===== src/rtl/serial_pkg.sv =====
// Shared definitions for the serial transmitter and the matching receiver.
// Holds the 3-bit state encoding and the default frame parameters.
package serial_pkg;

    localparam int DEF_WIDTH        = 8;
    localparam int DEF_CLKS_PER_BIT = 4;
    localparam int DEF_PARITY_EN    = 1;
    localparam int DEF_PARITY_ODD   = 0;

    typedef logic [2:0] state_t;

    localparam state_t ST_IDLE   = 3'd0;
    localparam state_t ST_START  = 3'd1;
    localparam state_t ST_DATA   = 3'd2;
    localparam state_t ST_PARITY = 3'd3;
    localparam state_t ST_STOP   = 3'd4;

endpackage


===== src/rtl/bit_timer.sv =====
// Bit-period down-counter: reload on load, tick when the count reaches zero.
// With CLKS_PER_BIT=1 the tick is asserted in the cycle right after a load.
module bit_timer
    import serial_pkg::*;
#(
    parameter int CLKS_PER_BIT = DEF_CLKS_PER_BIT
) (
    input  logic clk,
    input  logic rst,
    input  logic load,
    output logic tick
);

    localparam logic [7:0] RELOAD = 8'(CLKS_PER_BIT - 1);

    logic [7:0] count;

    always_ff @(posedge clk or posedge rst) begin
        if (rst) begin
            count <= '0;
        end else if (load) begin
            count <= RELOAD;
        end else if (count != 8'd0) begin
            count <= count - 8'd1;
        end
    end

    assign tick = (count == 8'd0);

endmodule


===== src/rtl/serial_frame_tx.sv =====
// Parallel-to-serial frame transmitter: start bit, LSB-first data,
// optional parity bit, stop bit. All outputs come straight from flops.
module serial_frame_tx
    import serial_pkg::*;
#(
    parameter int WIDTH        = DEF_WIDTH,
    parameter int CLKS_PER_BIT = DEF_CLKS_PER_BIT,
    parameter int PARITY_EN    = DEF_PARITY_EN,
    parameter int PARITY_ODD   = DEF_PARITY_ODD
) (
    input  logic             clk,
    input  logic             rst,
    input  logic [WIDTH-1:0] data_in,
    input  logic             load_valid,
    output logic             load_ready,
    output logic             tx_out,
    output logic             busy,
    output logic             done
);

    localparam int IDX_W = (WIDTH > 1) ? $clog2(WIDTH) : 1;
    localparam logic [IDX_W-1:0] IDX_LAST = IDX_W'(WIDTH - 1);
    localparam logic [IDX_W-1:0] IDX_ONE  = IDX_W'(1);

    state_t             state;
    state_t             state_n;
    logic [WIDTH-1:0]   shift;
    logic [WIDTH-1:0]   shift_n;
    logic [WIDTH-1:0]   shifted;
    logic [IDX_W-1:0]   bit_idx;
    logic [IDX_W-1:0]   bit_idx_n;
    logic               parity;
    logic               parity_n;
    logic               tx_n;
    logic               done_n;
    logic               timer_load;
    logic               tick;

    bit_timer #(
        .CLKS_PER_BIT(CLKS_PER_BIT)
    ) u_bit_timer (
        .clk (clk),
        .rst (rst),
        .load(timer_load),
        .tick(tick)
    );

    assign shifted = shift >> 1;

    always_comb begin
        state_n    = state;
        shift_n    = shift;
        bit_idx_n  = bit_idx;
        parity_n   = parity;
        tx_n       = tx_out;
        done_n     = 1'b0;
        timer_load = 1'b0;
        unique case (state)
            ST_IDLE: begin
                tx_n = 1'b1;
                if (load_valid) begin
                    state_n    = ST_START;
                    tx_n       = 1'b0;
                    shift_n    = data_in;
                    bit_idx_n  = '0;
                    parity_n   = (^data_in) ^ (PARITY_ODD != 0);
                    timer_load = 1'b1;
                end
            end
            ST_START: begin
                if (tick) begin
                    state_n    = ST_DATA;
                    tx_n       = shift[0];
                    timer_load = 1'b1;
                end
            end
            ST_DATA: begin
                if (tick) begin
                    timer_load = 1'b1;
                    if (bit_idx == IDX_LAST) begin
                        if (PARITY_EN != 0) begin
                            state_n = ST_PARITY;
                            tx_n    = parity;
                        end else begin
                            state_n = ST_STOP;
                            tx_n    = 1'b1;
                        end
                    end else begin
                        // Next data bit is bit 0 of the word after shifting.
                        bit_idx_n = bit_idx + IDX_ONE;
                        shift_n   = shifted;
                        tx_n      = shifted[0];
                    end
                end
            end
            ST_PARITY: begin
                if (tick) begin
                    state_n    = ST_STOP;
                    tx_n       = 1'b1;
                    timer_load = 1'b1;
                end
            end
            ST_STOP: begin
                tx_n = 1'b1;
                if (tick) begin
                    state_n = ST_IDLE;
                    done_n  = 1'b1;
                end
            end
            default: begin
                state_n = ST_IDLE;
                tx_n    = 1'b1;
            end
        endcase
    end

    always_ff @(posedge clk or posedge rst) begin
        if (rst) begin
            state      <= ST_IDLE;
            shift      <= '0;
            bit_idx    <= '0;
            parity     <= 1'b0;
            tx_out     <= 1'b1;
            busy       <= 1'b0;
            done       <= 1'b0;
            load_ready <= 1'b1;
        end else begin
            state      <= state_n;
            shift      <= shift_n;
            bit_idx    <= bit_idx_n;
            parity     <= parity_n;
            tx_out     <= tx_n;
            busy       <= (state_n != ST_IDLE);
            done       <= done_n;
            load_ready <= (state_n == ST_IDLE);
        end
    end

endmodule


===== config.mk =====
export PLATFORM = sky130hd
export DESIGN_NAME = serial_frame_tx
export DESIGN_NICKNAME = d
export VERILOG_FILES = /design/src/rtl/serial_pkg.sv /design/src/rtl/bit_timer.sv /design/src/rtl/serial_frame_tx.sv
export SDC_FILE = /design/constraint.sdc
export NUM_CORES = 1
export LEC_CHECK = 0
export BUFFER_PORTS_ARGS = -buffer_cell sky130_fd_sc_hd__buf_2
export CAP_MARGIN = 20
export CORE_ASPECT_RATIO = 0.7
export CORE_MARGIN = 8
export CORE_UTILIZATION = 34
export CTS_CLUSTER_DIAMETER = 30
export DETAILED_ROUTE_END_ITERATION = 12
export PLACE_DENSITY_LB_ADDON = 0.25
export SLEW_MARGIN = 20
export SYNTH_ARGS = -nofsm -noshare
export SYNTH_HDL_FRONTEND = slang
export SYNTH_HIERARCHICAL = 1
export SYNTH_SLANG_ARGS = --single-unit

===== constraint.sdc =====
create_clock -name clk -period 4.3 [get_ports clk]
set_input_delay 0.215 -clock clk [delete_from_list [all_inputs] [get_ports clk]]
set_output_delay 0.215 -clock clk [all_outputs]
set_load 0.005 [all_outputs]

After elaboration in Yosys (flattened, before gate mapping). Index checks and enable logic that the tools add are counted.

Bits in registers: 27. Input bits: 11. Output and inout bits: 4. Logic and storage cells: 60.

Add/subtract/negate cells: 2. Equality and inequality tests: 10. Mux-type cells: 27. Reduce and logical (&&, ||, !) cells: 12.

Operators with widths (number): $mux W8 (5); $mux W3 (9); $pmux W8 S2 (1); $pmux W3 S5 (1); $ne A2 B2 Y1 const B (5); $logic_not A8 Y1 (1); $mux W1 (8); $reduce_bool A8 Y1 (1); $reduce_xor A8 Y1 (1); $sub A8 B1 Y8 const B (1); $eq A3 B2 Y1 const B (2); $eq A3 B3 Y1 const B (2); $logic_not A3 Y1 (2); $pmux W3 S2 (1); $pmux W1 S4 (1); $reduce_and A4 Y1 (1); $reduce_bool A2 Y1 (2); $add A3 B1 Y3 const B (1); $eq A3 B1 Y1 const B (1); $reduce_and A3 Y1 (1); $reduce_bool A3 Y1 (1); $reduce_or A3 Y1 (1); $pmux W1 S2 (1); $reduce_and A2 Y1 (1).

Longest topological paths before layout.
Word-level depth: 5. Depth in mapped cells: 10. Depth with buffers taken out: 9.

Hierarchy. The synthesis kept the hierarchy.

By module, submodules not included: serial_frame_tx (instances 1, cells each 109, area each 1042.2 um^2, sequential area each 478.0 um^2); bit_timer (instances 1, cells each 49, area each 476.7 um^2, sequential area each 200.2 um^2).

Least setup slack after synthesis. Ideal clock, no wire load.

Path kind: flip-flop to flip-flop. Start point: register u_bit_timer.count[2]. End point: register u_bit_timer.count[7]. Setup time: 0.120 ns. Arrival: 2.222 ns. Data required time: 4.180 ns. Slack: 1.958 ns. Cell stages (with the launch flop): 10. Buffers on the path: 2. Clock period less this slack: 2.342 ns. Cell sequence: dfrtp_1 > buf_6 > or3_4 > nor3_1 > buf_6 > o21ai_0 > a21oi_1 > nand2b_1 > a21oi_1 > a31o_2.

Word-level cells in the longest chain between the ends: 4. Elaborated cells between the ends (all ways): 8. Those cells by class: add/sub (1); mux (4); reduce/logical (3).

Ends and longest elaborated chain: start: declaration (RTL line bit_timer.sv:16) `logic [7:0] count;`; start signal: assignment (RTL line bit_timer.sv:24) `count <= count - 8'd1;`; $logic_not A8 Y1 * (RTL line bit_timer.sv:28) `assign tick = (count == 8'd0);`; via tick (RTL line serial_frame_tx.sv:37) `logic tick;`; $mux W1 * (RTL line serial_frame_tx.sv:71, serial_frame_tx.sv:78, serial_frame_tx.sv:97); $pmux W1 S2 * (RTL line serial_frame_tx.sv:58) `unique case (state)`; via timer_load (RTL line serial_frame_tx.sv:36) `logic timer_load;`; $mux W8 / $reduce_bool A2 Y1 (equally long branches).

Mark *: on every way through the listed nets, which the timed path passes. The rest lies on a longest branch. The select of a mux whose other input is x is not followed. A chain may end at the register's enable or synchronous reset.

Worst setup path in the final report.
Start point: register u_bit_timer.count[0]. End point: register u_bit_timer.count[6].

The elaborated chain is that of the path after synthesis.

==> flow_metrics.env <==
export IMPL_synth_top_family_by_area="simple AND/OR/NAND/NOR gates"
export IMPL_synth_ff_type="dfrtp_1"
export IMPL_mostFrequentLayoutCells="25 x dfrtp_1, 22 x nand2_1, 14 x buf_2"
export IMPL_wl_per_cell_um=13.6
export IMPL_core_um2=4330
export IMPL_ios=15
export IMPL_cts_num_sinks=27
export IMPL_hold_viol_final=0
export IMPL_nNetsFinal=185
export IMPL_synth_seq_cells=27
export IMPL_skew_ps=6.99
export IMPL_cts_buffers=3
export IMPL_reg2reg_from="u_bit_timer/count[0]$_DFFE_PP0P_"
export IMPL_path_clk_slew_ps=90
export IMPL_status="finished, final reports clean"
export IMPL_start_util=0.351
export IMPL_rsz0062_at_grt="no"
export IMPL_cts_max_level=1
export IMPL_num_vias=1173
export IMPL_start_kind="register"
export IMPL_firstDrtPassIters=4
export IMPL_diodes=0
export IMPL_ys_warn_count=6
export IMPL_place_gp_congestion=0.881
export IMPL_dieWidth_um=95.9
export IMPL_cts_resized=0
export IMPL_die_h_um=71.9
export IMPL_async_flop_share=1.00
export IMPL_root_buffer="clkbuf_8"
export IMPL_die_area_um2=6900
export IMPL_layout_commonest_cell="dfrtp_1"
export IMPL_worst_slew_pin_slew_ps=808
export IMPL_via_per_inst=5.21
export IMPL_hold_start="data_in[2]"
export IMPL_power_density_nw_per_um2=653
export IMPL_vdd_ir_drop_max_mv=0.230
export IMPL_leakagePower_nw=0.683
export IMPL_grt_pass1_vias=1153
export IMPL_numPortBuffers=14
export IMPL_synth_xor_area_share=0.0461
export IMPL_finalCritPeriodShare=0.583
export IMPL_critPathKind="reg2reg"
export IMPL_layout_drive_gt1_share=0.194
export IMPL_synthCells=158
export IMPL_fin_hold_ws_ps=199
export IMPL_max_freq_ghz=0.399
export IMPL_setup_viol=0
export IMPL_timing_slew_headroom=0.458
export IMPL_max_cap_violations=0
export IMPL_slowest_stage="a21oi_1"
export IMPL_fillCellCount=438
export IMPL_cp_required_ps=4470
export IMPL_synth_distinct_cells=48
export IMPL_grt_overflow_total=0
export IMPL_crit_chain="inv_1, ha_1, inv_1, nor3_1, buf_4, o21ai_0, a21oi_1, inv_1, a32o_1"
export IMPL_avgSynthCellArea_um2=9.61
export IMPL_fin_setup_tns_ps=0
export IMPL_synth_compound_area_frac=0.157
export IMPL_syn2layout_area_growth_pct=8.73
export IMPL_cts_buffer_depth=2
export IMPL_synth_fa_ha_area_frac=0.0247
export IMPL_cts_tree="yes"
export IMPL_cpPeakStageDelay_ps=480
export IMPL_hold_path_class="in2reg"
export IMPL_antenna_left=0
export IMPL_synth_area_mux_share=0.0272
export IMPL_drcViolationCount=0
export IMPL_critPathMaxFanout=12
export IMPL_grt_total_usage=0.0975
export IMPL_syn_area_um2=1520
export IMPL_syn_nets=172
export IMPL_dpl_hpwl_um=2250
export IMPL_grt_pass1_wl_um=5400
export IMPL_crit_top_cell="inv_1"
export IMPL_synth_edff_count=0
export IMPL_wl_um=3050
export IMPL_drtIter0Drc=56
export IMPL_grt_max_degree=21
export IMPL_num_rows=20
export IMPL_antenna_found_initial=0
export IMPL_crit_start="u_bit_timer/count[0]$_DFFE_PP0P_"
export IMPL_finalCriticalPeriod_ps=2510
export IMPL_finalMaxSlewViolations=0
export IMPL_arrival_ps=2680
export IMPL_synthSimpleGateAreaFrac=0.228
export IMPL_ys_seq_area_frac=0.446
export IMPL_post_cts_repair_setup_buffers=0
export IMPL_critPathCaptureType="register"
export IMPL_insertion_delay_ps=270
## per-stage QoR
stage          instances  power, mW  worst slack [ps]  area [um^2]   util
4_1_cts              225       1.09              1820         1650  0.382
3_3_place_gp         220      0.914              1920         1600  0.369
3_5_place_dp         220      0.933              1840         1600  0.369
6_report             225       1.08              1790         1650  0.382
2_1_floorplan        158      0.852              1960         1520      -
5_1_grt              225       1.18              1520         1650  0.382
## what timing repair did
| item | CTS | global route |
|---|---|---|
| setup endpoints to repair | 0 | 0 |
| hold buffers | 1 | 0 |
| hold endpoints to repair | 8 | 0 |
## cells in the mapped netlist (2+ instances only)
library cell,count,share of area
nand2b_1,2,0.0082
nor2_1,10,0.025
dfrtp_1,25,0.41
a31oi_1,8,0.033
a21oi_1,6,0.020
o31ai_1,2,0.0099
nand2_1,22,0.054
nor4_1,3,0.012
xnor2_1,7,0.040
nor2b_1,2,0.0082
or3_1,2,0.0082
ha_1,3,0.025
o22ai_1,3,0.012
mux2i_1,3,0.020
or2_2,2,0.0082
buf_6,3,0.022
nor3_1,6,0.020
buf_4,4,0.020
o21ai_0,4,0.013
nand3_1,3,0.0099
dfstp_2,2,0.035
inv_1,10,0.025
## registers in the layout (all words and copies together) (netlist names)
register and count:
bit_idx 3, busy 1, done 1, load_ready 1, parity 1, shift 8
state 3, tx_out 1, u_bit_timer/count 8
## kinds of logic after synthesis
kind of cell | Yosys count
and+or+nand+nor | 63
AOI/OAI and AO/OA | 35
DFF | 27
buffers and inverters | 18
xor gates and xnor gates | 8
muxes | 4
adders and majority gates | 3
## final timing paths
kind | to | depth (start not counted) | slack, ps
min in group asynchronous | u_bit_timer/count[0]$_DFFE_PP0P_ | 3 | 420
worst max-delay path | u_bit_timer/count[6]$_DFFE_PP0P_ | 9 | 1790
max in group asynchronous | shift[7]$_DFFE_PP0P_ | 3 | 3190
worst min register to register | bit_idx[0]$_DFFE_PP0P_ | 1 | 500
worst max register to register | u_bit_timer/count[6]$_DFFE_PP0P_ | 9 | 1790
worst min-delay path | shift[2]$_DFFE_PP0P_ | 3 | 200
## final cells by class
type,count,area (um^2),share of cell area
Tap cell,55,68.8,0.0417
Sequential cell,27,678,0.411
Clock buffer,4,45.0,0.0273
Timing Repair Buffer,16,87.6,0.0530
Multi-Input combinational cell,113,734,0.445
Inverter,10,37.5,0.0227
## where the power goes
group / leakage, nW / total, mW / switching, mW / internal (mW)
sequential: 0.323 / 0.486 / 0.116 / 0.370
clock: 0.0228 / 0.144 / 0.0777 / 0.0664
combinational: 0.337 / 0.448 / 0.244 / 0.204
## worst max-delay path, delay by kind of cell, from the launching register on
family          cells  cell delay, ps
simple gates        1             220
flops               1             420
fa+ha+maj           1             240
compound gates      3             870
buf+inv             4             660
## per-layer routing
metal,track usage,routed length [um],vias to the layer above
li1,-,-,578
met5,0,0,-
met2,0.154,1430,24
met3,0.0330,160,2
met4,0.0272,19,0
met1,0.123,1450,569
(Power assumes the default switching activity.)
